`config.mk`:
```
export PLATFORM = sky130hd
export DESIGN_NAME = uart_tx_serializer
export DESIGN_NICKNAME = d
export VERILOG_FILES = /design/src/rtl/uart_tx_serializer.sv
export SDC_FILE = /design/constraint.sdc
export NUM_CORES = 1
export LEC_CHECK = 0
export CAP_MARGIN = 10
export CORE_ASPECT_RATIO = 0.9
export CORE_UTILIZATION = 45
export DETAILED_ROUTE_END_ITERATION = 16
export HOLD_SLACK_MARGIN = 0.12
export PLACE_DENSITY = 0.82
export REMOVE_ABC_BUFFERS = 1
export SYNTH_ARGS = -nofsm -noshare
export SYNTH_HDL_FRONTEND = slang
export SYNTH_SLANG_ARGS = --single-unit
```
`constraint.sdc`:
```
create_clock -name clk_in -period 1.46 [get_ports clk_in]
set_input_delay 0.219 -clock clk_in [delete_from_list [all_inputs] [get_ports clk_in]]
set_output_delay 0.219 -clock clk_in [all_outputs]
set_load 0.02 [all_outputs]
```
`src/rtl/uart_tx_serializer.sv`:
```
// -----------------------------------------------------------------------------
// uart_tx_serializer
//
// UART transmit serializer. The square-wave baud clock from clock_divider is
// sampled as ordinary data in the clk_in domain; each rising edge becomes a
// one-cycle bit tick. A byte accepted over valid/ready is sent LSB-first as
// start bit, DATA_BITS data bits, optional parity bit and STOP_BITS stop bits.
//
// Parameters:
//   DATA_BITS  data bits per frame (5..9)
//   PARITY_EN  1 inserts a parity bit after the data bits
//   PARITY_ODD 0 even parity, 1 odd parity (ignored when PARITY_EN=0)
//   STOP_BITS  number of stop bits (1 or 2)
//
// Ports:
//   clk_in    system clock, all logic on its rising edge
//   rst       synchronous active-high reset
//   baud_clk  baud square wave, sampled as data
//   tx_data   byte to send, sampled only on accept
//   tx_valid  producer holds tx_data valid
//   tx_ready  block can accept a byte this cycle
//   tx        serial line, idle high, registered
//   tx_busy   high from accept until the frame completes
//   tx_done   one-cycle pulse at frame completion
// -----------------------------------------------------------------------------
module uart_tx_serializer #(
   parameter int DATA_BITS  = 8,
   parameter int PARITY_EN  = 0,
   parameter int PARITY_ODD = 0,
   parameter int STOP_BITS  = 1
) (
   input  logic                 clk_in,
   input  logic                 rst,
   input  logic                 baud_clk,
   input  logic [DATA_BITS-1:0] tx_data,
   input  logic                 tx_valid,
   output logic                 tx_ready,
   output logic                 tx,
   output logic                 tx_busy,
   output logic                 tx_done
);

   if (DATA_BITS < 5 || DATA_BITS > 9) begin : g_bad_data_bits
      $error("uart_tx_serializer: DATA_BITS must be 5..9");
   end
   if (STOP_BITS < 1 || STOP_BITS > 2) begin : g_bad_stop_bits
      $error("uart_tx_serializer: STOP_BITS must be 1 or 2");
   end

   typedef enum logic [2:0] {
      S_IDLE,
      S_SYNC,
      S_START,
      S_DATA,
      S_PARITY,
      S_STOP
   } state_t;

   localparam int             CW        = (DATA_BITS > 8) ? 4 : 3;
   localparam logic [CW-1:0]  LAST_BIT  = CW'(DATA_BITS - 1);
   localparam logic           LAST_STOP = (STOP_BITS == 2);
   localparam logic           PODD      = (PARITY_ODD != 0);

   state_t                 state, state_nx;
   logic                   baud_q;
   logic                   tick;
   logic [DATA_BITS-1:0]   shift_q, shift_nx;
   logic [CW-1:0]          bit_cnt, bit_cnt_nx;
   logic                   stop_cnt, stop_cnt_nx;
   logic                   parity_q, parity_nx;
   logic                   tx_nx, busy_nx, done_nx;
   logic                   accept;

   // baud_q resets high so a baud_clk already high at reset release is not
   // mistaken for a rising edge.
   assign tick = baud_clk & ~baud_q;

   // The done cycle is still part of the finished frame: a producer holding
   // tx_valid is accepted the cycle after tx_done, never alongside it.
   assign tx_ready = (state == S_IDLE) && !tx_done;
   assign accept   = tx_valid && tx_ready;

   always_ff @(posedge clk_in) begin
      if (rst) begin
         state    <= S_IDLE;
         baud_q   <= 1'b1;
         shift_q  <= '0;
         bit_cnt  <= '0;
         stop_cnt <= 1'b0;
         parity_q <= 1'b0;
         tx       <= 1'b1;
         tx_busy  <= 1'b0;
         tx_done  <= 1'b0;
      end else begin
         state    <= state_nx;
         baud_q   <= baud_clk;
         shift_q  <= shift_nx;
         bit_cnt  <= bit_cnt_nx;
         stop_cnt <= stop_cnt_nx;
         parity_q <= parity_nx;
         tx       <= tx_nx;
         tx_busy  <= busy_nx;
         tx_done  <= done_nx;
      end
   end

   always_comb begin
      state_nx    = state;
      shift_nx    = shift_q;
      bit_cnt_nx  = bit_cnt;
      stop_cnt_nx = stop_cnt;
      parity_nx   = parity_q;
      tx_nx       = tx;
      busy_nx     = tx_busy;
      done_nx     = 1'b0;

      case (state)
         S_IDLE: begin
            // A tick coinciding with accept is deliberately dropped; SYNC
            // waits for the next one so the start bit is a full period.
            if (accept) begin
               shift_nx  = tx_data;
               parity_nx = (^tx_data) ^ PODD;
               busy_nx   = 1'b1;
               state_nx  = S_SYNC;
            end
         end
         S_SYNC: begin
            if (tick) begin
               tx_nx    = 1'b0;
               state_nx = S_START;
            end
         end
         S_START: begin
            if (tick) begin
               tx_nx      = shift_q[0];
               bit_cnt_nx = '0;
               state_nx   = S_DATA;
            end
         end
         S_DATA: begin
            if (tick) begin
               if (bit_cnt != LAST_BIT) begin
                  shift_nx   = shift_q >> 1;
                  tx_nx      = shift_q[1];
                  bit_cnt_nx = bit_cnt + 1'b1;
               end else if (PARITY_EN != 0) begin
                  tx_nx    = parity_q;
                  state_nx = S_PARITY;
               end else begin
                  tx_nx       = 1'b1;
                  stop_cnt_nx = 1'b0;
                  state_nx    = S_STOP;
               end
            end
         end
         S_PARITY: begin
            if (tick) begin
               tx_nx       = 1'b1;
               stop_cnt_nx = 1'b0;
               state_nx    = S_STOP;
            end
         end
         S_STOP: begin
            if (tick) begin
               if (stop_cnt != LAST_STOP) begin
                  stop_cnt_nx = stop_cnt + 1'b1;
               end else begin
                  tx_nx    = 1'b1;
                  busy_nx  = 1'b0;
                  done_nx  = 1'b1;
                  state_nx = S_IDLE;
               end
            end
         end
         default: begin
            state_nx = S_IDLE;
            tx_nx    = 1'b1;
            busy_nx  = 1'b0;
         end
      endcase
   end

endmodule

```
==> results of run 1 <==
-- final cells by class --
cell class,count,area share [%]
Multi-Input combinational cell,82,46.5
Sequential cell,18,27.4
Timing Repair Buffer,32,21.5
Tap cell,25,2.36
Clock buffer,3,1.70
Inverter,2,0.567
-- worst max-delay path: cells and delay by family (launching register included) --
kind	cells	cell delay, ns
AOI/OAI and AO/OA	2	0.31
buffers and inverters	1	0.13
and+or+nand+nor	1	0.33
adders and majority gates	2	0.31
DFF	1	0.35
-- state kept, by name (all words and copies together) (netlist names) --
register  count
tx            1
shift_q       8
tx_busy       1
tx_done       1
baud_q        1
bit_cnt       3
state         3
-- routing by layer --
metal	GRT usage [%]	share of wire (%)	vias up
met3	7.74	3.6	2
met5	0	0	-
met1	25.7	46	436
li1	-	-	463
met4	5.14	0.53	0
met2	39.5	50	19
-- synth_stat cells --
| master | count |
|---|---|
| dfxtp_1 | 18 |
| nor3_1 | 18 |
| a21oi_1 | 9 |
| and3_1 | 7 |
| nor2_1 | 7 |
| a221oi_1 | 6 |
| clkbuf_1 | 4 |
| nand2_1 | 4 |
| nand2b_1 | 4 |
| buf_2 | 3 |
| a22oi_1 | 2 |
| ha_1 | 2 |
| inv_1 | 2 |
| nand3_1 | 2 |
| nor2b_1 | 2 |
| o21bai_1 | 2 |
| or3_1 | 2 |
| a2111oi_0 | 1 |
| a21o_1 | 1 |
| a2bb2oi_1 | 1 |
| and2_1 | 1 |
| buf_4 | 1 |
| mux2_2 | 1 |
| nand3b_1 | 1 |
| nand4bb_1 | 1 |
| nor3b_1 | 1 |
| nor4_4 | 1 |
| nor4b_1 | 1 |
| o21a_1 | 1 |
| o21ai_0 | 1 |
| o22ai_1 | 1 |
| or2_1 | 1 |
| or2_2 | 1 |
-- kinds of logic (layout without fill, tap and decap cells) --
group	Yosys count	after routing	share of synthesized area, %
multiplexers	1	1	1.22
AND/OR/NAND/NOR	54	54	33.6
flip-flops	18	18	39.0
adder cells (fa/ha/maj)	2	2	2.71
AO/OA/AOI/OAI	25	25	18.6
buffers and inverters	10	37	4.88
-- timing repair --
item                                    4_1_cts  5_1_grt
gates resized for setup                      22        8
endpoints found under the setup margin       16       14
pin swaps                                     6        5
-- final timing paths --
path	from	to	slack (ns)
setup / recovery	bit_cnt[0]	bit_cnt[1]	-0.03
setup reg to reg	bit_cnt[0]	bit_cnt[1]	-0.03
hold / removal	tx_data[7]	shift_q[7]	0.48
hold reg to reg	shift_q[7]	shift_q[7]	0.49
-- through the flow --
| step | TNS [ns] | utilization, % | cells | instance area [µm²] |
|---|---|---|---|---|
| final | -0.111 | 69.2 | 162 | 1330 |
| after global routing | -0.611 | 69.2 | 162 | 1330 |
| after CTS | -0.288 | 68.2 | 162 | 1310 |
| after detailed placement | -2.58 | 63.1 | 159 | 1210 |
| after global placement | -2.14 | 63.1 | 159 | 1210 |
| after floorplan | -1.04 | - | 102 | 886 |
-- where the power goes --
part / total [W] / internal [W] / switching [W]
Combinational: 0.000206 / 0.000112 / 0.0000945
Clock: 0.000251 / 0.0000961 / 0.000155
Sequential: 0.000539 / 0.000519 / 0.0000206
Total: 0.000997 / 0.000726 / 0.000270
-- layout by cell type, fill, tap and decap left out, types with 3 or more instances in the layout --
cell type        count
buf_4               15
dfxtp_1             16
nor3_1              18
nand2_1              3
clkdlybuf4s50_1     11
nor2_1               6
dlygate4sd2_1        3
a21oi_1              7
clkbuf_4             3
and3_1               7
nand2b_1             3
a221oi_2             6
==> flow_summary.yaml, run 1 <==
die:
  start_util_pct: 48.2
  rows: 15
  die_w_um: 49.8
  die_y_um: 45.0
  pin_count: 16
  dieArea_um2: 2240
  core_um2: 1910
route:
  post_drt_wl_per_cell_um: 14.0
  vias: 920
  drt_wl_total_mm: 2.27
  dr.pass1.iters: 4
  ant_nets: 0
  via_per_inst: 5.68
  drt_iter0_drc: 13
  drc: 0
clocking:
  htreeDepth: 1
  clk_pin_slew_worst_paths_ns: 0.10
  hold_buffers: 0
  cts_setup_buffers: 0
  clock_sinks: 18
  cts-root-buf: "clkbuf_4"
  clk_latency_ns: 0.29
  cts_buffers: 3
  cts_tree: "yes"
  cts_buffer_depth: 2
sta:
  hold_ws_ns: 0.479
  rsz0062_at_grt: "true"
  max_freq_mhz: 671
  fin_ws_ns: -0.0298
  period_minus_slack_ns: 1.49
  final_min_period_over_clock_period_pct: 102
  finalClockSkew_ns: 0.00237
  finalSetupViolations: 8
  max_slew_margin_pct: 80.4
  report.final.slew_viol_count: 0
  tightest_slew_ns: 0.294
  hold_viol: 0
worst_setup_path:
  critical_path.slowest_cell: "dfxtp_2"
  critical_path_class: "reg2reg"
  arrival_ns: 1.72
  crit_path_max_fanout: 4
  cpPeakStageDelay_ns: 0.35
  crit_top_cell: "ha_4"
  reg2reg_depth: 6
  required_ns: 1.69
  crit_chain: "ha_4 > ha_4 > buf_4 > a21o_1 > or3_1 > a21oi_2"
  worst_setup_path_end_kind: "flip-flop"
  critPathLaunchType: "flip-flop"
finish:
  nets: 153
  drive_above_1_share_pct: 30.7
  diodes: 0
  layout.area.seq_um2: 363
  multi_input_area_um2: 616
  syn2layout_area_growth_pct: 43.5
  num-fill-cells: 164
global_routing:
  grt_remaining_overflow: 0
  antenna_found_initial: 0
  grt_max_degree: 19
  first_global_vias: 884
  grt_pass1_wl_mm: 3.69
  grt_usage_pct: 22.1
flow_run:
  drv_cap: 0
pwr:
  power_w: 0.000997
  vdd_drop_max_uv: 467
  power_density_nw_per_um2: 752
  leakage_nw: 0.503
synthesis:
  synthesis.area_um2: 923
  ys_warn_count: 0
  synth_cell_types: 33
  synth-seq-area-share_pct: 39.0
  synth_top_cell_by_area: "dfxtp_1"
  synth.area.top_cells: "dfxtp_1 39%, nor3_1 9.8%, a221oi_1 5.7%, a21oi_1 4.9%, and3_1 4.7%"
  syn_inst: 110
  synth_seq_cells: 18
  avgSynthCellArea_um2: 8.39
  synth.top_cell.area_share_pct: 39.0
placement:
  portBuffers: 15
  hpwl_mm: 1.56
  place_ws_ns: -0.294
  routabilityCongestion: 0.824
outcome:
  status: "finished, violations left"
  violations: "negative setup slack"
worst_hold_path:
  hp-class: "in2reg"
  hold_depth: 3
(Power assumes the default switching activity.)
==> run 2, diff against run 1 <==
--- a/config.mk
+++ b/config.mk
@@ -7,10 +7,10 @@
 export LEC_CHECK = 0
 export CAP_MARGIN = 10
 export CORE_ASPECT_RATIO = 0.9
-export CORE_UTILIZATION = 45
+export CORE_UTILIZATION = 50
 export DETAILED_ROUTE_END_ITERATION = 16
 export HOLD_SLACK_MARGIN = 0.12
-export PLACE_DENSITY = 0.82
+export PLACE_DENSITY = 0.86
 export REMOVE_ABC_BUFFERS = 1
 export SYNTH_ARGS = -nofsm -noshare
 export SYNTH_HDL_FRONTEND = slang
==> constraint.sdc (replaced) <==
create_clock -name clk_in -period 1.59 [get_ports clk_in]
set_input_delay 0.2385 -clock clk_in [delete_from_list [all_inputs] [get_ports clk_in]]
set_output_delay 0.2385 -clock clk_in [all_outputs]
set_load 0.02 [all_outputs]
==> run 2 against run 1 <==
The flow now finishes without violations. Count of clock-buffer cells in the layout rose by 1. First-iteration DRC count up 7.7%. Register-to-register slack gained 0.07 ns. Final cell count is 0.62% lower. Critical path depth unchanged. Die area decreased by 9.6%. Routed wire length is 8.3% higher. Worst hold slack gained 0.0011 ns. Clock power grew 17%. Cell area is 1.0% lower. Fmax fell by 3.6%. Critical path type unchanged.
==> flow_summary.yaml, run 2 (synthesis results as in run 1) <==
die:
  die_w_um: 47.3
  rows: 14
  core_um2: 1700
  dieArea_um2: 2020
  pin_count: 16
  start_util_pct: 54.3
  die_y_um: 42.8
worst_setup_path:
  required_ns: 1.79
  crit_chain: "ha_4 > ha_4 > nand2b_4 > or2_4 > a221oi_4 > nor3_2"
  arrival_ns: 1.75
  critical_path.slowest_cell: "dfxtp_2"
  r2r_start: "bit_cnt[0]"
  crit_path_max_fanout: 8
  critical_path_class: "reg2reg"
  worst_setup_path_end_kind: "flip-flop"
  path_delay_family: "simple AND/OR/NAND/NOR gates"
  cp.buffers_inverters: 0
  critPathLaunchType: "flip-flop"
  startpoint: "bit_cnt[0]"
  cpPeakStageDelay_ns: 0.36
  crit_top_cell: "ha_4"
sta:
  hold_viol: 0
  finalClockSkew_ns: 0.00632
  hold_ws_ns: 0.480
  final_min_period_over_clock_period_pct: 97.2
  max_freq_mhz: 647
  report.final.slew_viol_count: 0
  finalSetupViolations: 0
  max_slew_margin_pct: 73.7
  tightest_slew_ns: 0.393
  period_minus_slack_ns: 1.55
  rsz0062_at_grt: "true"
global_routing:
  grt_remaining_overflow: 0
  antenna_found_initial: 0
  first_global_vias: 838
  grt_usage_pct: 25.1
  grt_pass1_wl_mm: 3.62
  grt_max_degree: 12
placement:
  portBuffers: 15
  routabilityCongestion: 0.800
  hpwl_mm: 1.57
  dpl_cell_area_um2: 1190
route:
  vias: 927
  drt_wl_total_mm: 2.45
  drt_iter0_drc: 14
  via_per_inst: 5.76
  ant_nets: 0
  drc: 0
  post_drt_wl_per_cell_um: 15.2
  dr.pass1.iters: 4
flow_run:
  drv_cap: 0
pwr:
  vdd_drop_max_uv: 658
  power_density_nw_per_um2: 750
  leakage_nw: 0.517
clocking:
  clock_sinks: 18
  cts-root-buf: "clkbuf_4"
  cts_setup_buffers: 0
  htreeDepth: 1
  clk_pin_slew_worst_paths_ns: 0.11
  clk_latency_ns: 0.31
  cts_buffers: 3
  cts_tree: "yes"
  cts_buffer_depth: 2
finish:
  syn2layout_area_growth_pct: 42.0
  diodes: 0
  largest_register_ffs: 8
  drive_above_1_share_pct: 28.5
  largest-register: "shift_q"
  final_area_um2: 1310
  num-fill-cells: 124
  nets: 152
  reg_top3: "shift_q (8), bit_cnt (3), state (3)"
  final_common_cell: "nor3_1"
  layout_common_cells: "17 x nor3_1, 16 x dfxtp_1, 16 x buf_4, 13 x clkdlybuf4s50_1, 9 x a21oi_1"
outcome:
  status: "finished clean"
worst_hold_path:
  min_from: "shift_q[7]"
  hp-class: "reg2reg"
[run 2: cell count changes in the layout (fill, tap and decap cells not counted), moves of 2 or more]
| cell | delta |
|---|---|
| a21oi_1 | +2 |
| clkdlybuf4s50_1 | +2 |
| dlygate4sd2_1 | -2 |
| a21oi_2 | -2 |
[run 2: path summary, 6_finish.rpt]
| kind | slack, ns | end | cells after the start |
|---|---|---|---|
| min reg2reg | 0.48 | shift_q[7] | 2 |
| max | 0.04 | shift_q[4] | 6 |
| max reg2reg | 0.04 | shift_q[4] | 6 |
| min | 0.48 | shift_q[7] | 2 |
[run 2: through the flow]
step           std cells  power [W]  setup WS, ns  util (%)  TNS (ns)
6_report             161   0.000983        0.0442      77.2         0
5_1_grt              161    0.00102       -0.0396      77.2   -0.0929
4_1_cts              161   0.000966      0.000108      74.3         0
3_5_place_dp         157   0.000679        -0.201      69.8     -1.61
3_3_place_gp         157   0.000672        -0.141      69.8    -0.978
2_1_floorplan        102   0.000587       -0.0249         -    -0.149
[run 2: metal layers]
layer  GRT usage, %  wire length (µm)  up-vias
met2           38.9              1180       15
li1               -                 -      462
met4           10.3                61        0
met5              0                 0        -
met1           32.9              1160      445
met3           5.11                56        5
[run 2: worst min-delay path: cells and delay by family (launching register included)]
family	cells	cell delay, ns
flops	1	0.32
simple gates	1	0.07
compound gates	1	0.06
[run 2: report_power, final]
part | internal, W | leakage (nW) | total, W | switching (W)
clock network | 0.000140 | 0.0210 | 0.000293 | 0.000153
logic | 0.000103 | 0.347 | 0.000196 | 0.0000926
registers | 0.000477 | 0.149 | 0.000494 | 0.0000176
total | 0.000720 | 0.517 | 0.000983 | 0.000263
[run 2: cell type report]
| cell class | count | area [µm²] | area share [%] |
|---|---|---|---|
| flip-flops and latches | 18 | 363 | 27.7 |
| clock buffers | 4 | 36.3 | 2.77 |
| multi-input cells | 82 | 611 | 46.6 |
| inverters | 2 | 7.51 | 0.573 |
| repair buffers | 31 | 264 | 20.1 |
| well taps | 24 | 30.0 | 2.29 |
[run 2: what timing repair did]
item	4_1_cts	5_1_grt
endpoints found under the setup margin	9	12
hold endpoints to repair	0	0
resized for setup	11	11
pin swaps	1	5
hold buffers	0	0
==> run 3, diff against run 2 <==
--- a/config.mk
+++ b/config.mk
@@ -5,12 +5,14 @@
 export SDC_FILE = /design/constraint.sdc
 export NUM_CORES = 1
 export LEC_CHECK = 0
+export ABC_AREA = 1
 export CAP_MARGIN = 10
 export CORE_ASPECT_RATIO = 0.9
-export CORE_UTILIZATION = 50
+export CORE_UTILIZATION = 52
+export CTS_CLUSTER_DIAMETER = 30
 export DETAILED_ROUTE_END_ITERATION = 16
 export HOLD_SLACK_MARGIN = 0.12
-export PLACE_DENSITY = 0.86
+export PLACE_DENSITY = 0.88
 export REMOVE_ABC_BUFFERS = 1
 export SYNTH_ARGS = -nofsm -noshare
 export SYNTH_HDL_FRONTEND = slang
==> constraint.sdc (replaced) <==
create_clock -name clk_in -period 1.5 [get_ports clk_in]
set_input_delay 0.225 -clock clk_in [delete_from_list [all_inputs] [get_ports clk_in]]
set_output_delay 0.225 -clock clk_in [all_outputs]
set_load 0.02 [all_outputs]
==> run 3 against run 2 <==
Area after synthesis up 10%. Power is 120% higher. Critical path depth up 2. Via count grew 13%. Register-to-register slack better by 0.05 ns. Synthesized cell count increased by 44%. Die area increased by 5.5%. Clock power is 16% lower. Global-route usage fell by 1.7 points. Sequential share of layout area rose by 0.31 points. Sequential cell count did not move. First-iteration DRC count up 21%. Critical path type unchanged.
==> flow_summary.yaml, run 3 <==
outcome:
  status: "finished clean"
die:
  die_w_um: 48.6
  start_util_pct: 58.0
  pin_count: 16
  dieArea_um2: 2130
  rows: 14
  die_y_um: 43.9
  core_um2: 1750
route:
  vias: 1051
  post_drt_wl_per_cell_um: 10.7
  drc: 0
  drt_wl_total_mm: 2.24
  dr.pass1.iters: 4
  drt_iter0_drc: 17
  ant_nets: 0
  via_per_inst: 5.03
worst_setup_path:
  critical_path_class: "reg2reg"
  critPathLaunchType: "flip-flop"
  crit_top_cell: "ha_1"
  arrival_ns: 1.65
  cpPeakStageDelay_ns: 0.35
  crit_chain: "ha_1 > ha_1 > inv_2 > o21ai_0 > nor2_1 > buf_4 > nand3_1 > a21oi_1"
  worstReg2RegEnd: "bit_cnt[1]"
  critical_path.slowest_cell: "dfxtp_2"
  reg2reg_slack_ns: 0.09
  reg2reg_depth: 8
  worst_setup_path_end_kind: "flip-flop"
  crit_path_max_fanout: 3
  r2r_start: "bit_cnt[0]"
  required_ns: 1.74
finish:
  syn2layout_area_growth_pct: 27.2
  layout.area.seq_um2: 362
  multi_input_area_um2: 572
  drive_above_1_share_pct: 18.4
  num-fill-cells: 139
  reg_top3: "shift_q (8), bit_cnt (3), state (3)"
  largest-register: "shift_q"
  largest_register_ffs: 8
  layout_common_cells: "45 x nand2_1, 24 x nor2_1, 19 x nand3_1, 17 x dfxtp_1, 16 x inv_1"
  final_area_um2: 1290
  final_common_cell: "nand2_1"
  diodes: 0
  nets: 201
clocking:
  htreeDepth: 1
  clock_sinks: 18
  cts_buffers: 3
  clk_pin_slew_worst_paths_ns: 0.10
  hold_buffers: 0
  cts_buffer_depth: 2
  clk_latency_ns: 0.30
  cts-root-buf: "clkbuf_4"
  cts_tree: "yes"
global_routing:
  antenna_found_initial: 0
  grt_usage_pct: 23.3
  grt_max_degree: 14
  grt_pass1_wl_mm: 3.75
  grt_remaining_overflow: 0
  first_global_vias: 944
worst_hold_path:
  hold_depth: 2
  hp-class: "reg2reg"
  min_from: "tx_busy"
  hold_end: "tx_busy"
sta:
  rsz0062_at_grt: "true"
  hold_viol: 0
  period_minus_slack_ns: 1.41
  final_min_period_over_clock_period_pct: 93.9
  report.final.slew_viol_count: 0
  tightest_slew_ns: 0.397
  finalClockSkew_ns: 0.00288
  setup_tns_ns: 0
  fin_ws_ns: 0.0915
  hold_ws_ns: 0.462
  finalSetupViolations: 0
  max_slew_margin_pct: 73.5
  max_freq_mhz: 710
placement:
  portBuffers: 15
  routabilityCongestion: 0.901
  place_ws_ns: -0.0886
  hpwl_mm: 1.68
  dpl_cell_area_um2: 1250
synthesis:
  synth_edf_count: 0
  synthTopCellsByCount: "46 x nand2_1, 25 x nor2_1, 19 x nand3_1, 18 x dfxtp_1, 17 x inv_1"
  synth.top_cell.area_share_pct: 35.5
  synth_ff_type: "dfxtp_1"
  avgSynthCellArea_um2: 6.43
  synth_seq_cells: 18
  synth_most_common_cell: "nand2_1"
  synth-seq-area-share_pct: 35.5
  synth.area.top_cells: "dfxtp_1 35%, nand2_1 17%, nand3_1 9.4%, nor2_1 9.2%, inv_1 6.3%"
  synth_cell_types: 20
  ys_warn_count: 0
  syn_inst: 158
  synthesis.area_um2: 1020
  synth_top_cell_by_area: "dfxtp_1"
  synthArstFlopShare_pct: 0
pwr:
  swShare_pct: 44.5
  seq_power_share_pct: 31.3
  vdd_drop_max_uv: 1180
  clkPwrFrac_pct: 11.4
  power_density_nw_per_um2: 1660
  switchingPower_w: 0.000955
  internal_power_w: 0.00119
  power_frac_comb_pct: 57.2
  leakage_nw: 0.669
flow_run:
  drv_cap: 0
==> run 3: layer usage <==
metal  vias up  GRT usage (%)  part of all wire, %
met2        35           43.9                   50
met5         -              0                    0
met1       468           25.2                   44
met3         2           6.67                  5.5
li1        546              -                    -
met4         0           8.82                 0.58
==> run 3: area by class of cell <==
class / count / area share, %
Sequential cell: 18 / 28.0
Clock buffer: 3 / 1.74
Multi-Input combinational cell: 118 / 44.2
Tap cell: 24 / 2.32
Inverter: 20 / 5.81
Timing Repair Buffer: 26 / 17.9
==> run 3: worst max path at each step <==
| stage | slack (ns) | cells past startpoint | from | endpoint |
|---|---|---|---|---|
| final | 0.09 | 8 | bit_cnt[0] | bit_cnt[1] |
| after global routing | 0.004 | 8 | bit_cnt[0] | bit_cnt[1] |
| after CTS | 0.0009 | 8 | bit_cnt[0] | shift_q[6] |
| after detailed placement | -0.09 | 8 | baud_clk | state[1] |
| after global placement | -0.02 | 8 | baud_clk | state[2] |
| after floorplan | 0.18 | 8 | bit_cnt[0] | bit_cnt[0] |
==> run 3: cell families (layout without fill, tap and decap cells) <==
| logic type | Yosys count | after routing | share of synthesized area (%) |
|---|---|---|---|
| and+or+nand+nor | 104 | 104 | 45.8 |
| buffers and inverters | 22 | 49 | 9.24 |
| DFF | 18 | 18 | 35.5 |
| AOI/OAI and AO/OA | 12 | 12 | 7.02 |
| adders and majority gates | 2 | 2 | 2.46 |
==> run 3: power groups by stage <==
stage | logic [W] | registers, W | clock network, W
finish | 0.00123 | 0.000673 | 0.000245
global route | 0.00138 | 0.000687 | 0.000263
CTS | 0.00121 | 0.000669 | 0.000249
detailed placement | 0.00122 | 0.000681 | 0
global placement | 0.00119 | 0.000673 | 0
floorplan | 0.000788 | 0.000709 | 0
==> run 3: metrics by stage <==
step / utilization, % / instances / total power [W]
6_report: 73.8 / 209 / 0.00215
2_1_floorplan: - / 156 / 0.00150
5_1_grt: 73.8 / 209 / 0.00233
3_3_place_gp: 71.5 / 205 / 0.00186
3_5_place_dp: 71.5 / 205 / 0.00190
4_1_cts: 72.9 / 209 / 0.00213
==> run 3: worst max-delay path: cells and delay by family (launching register included) <==
family / cells / cell delay, ns
adder cells (fa/ha/maj): 2 / 0.40
flip-flops: 1 / 0.35
buffers and inverters: 2 / 0.22
AO/OA/AOI/OAI: 2 / 0.19
AND/OR/NAND/NOR: 2 / 0.19
==> run 3: what timing repair did <==
item | 4_1_cts | 5_1_grt
buffers inserted | 1 | 0
endpoints found under the setup margin | 3 | 17
pin swaps | 1 | 1
gates resized for setup | 5 | 8
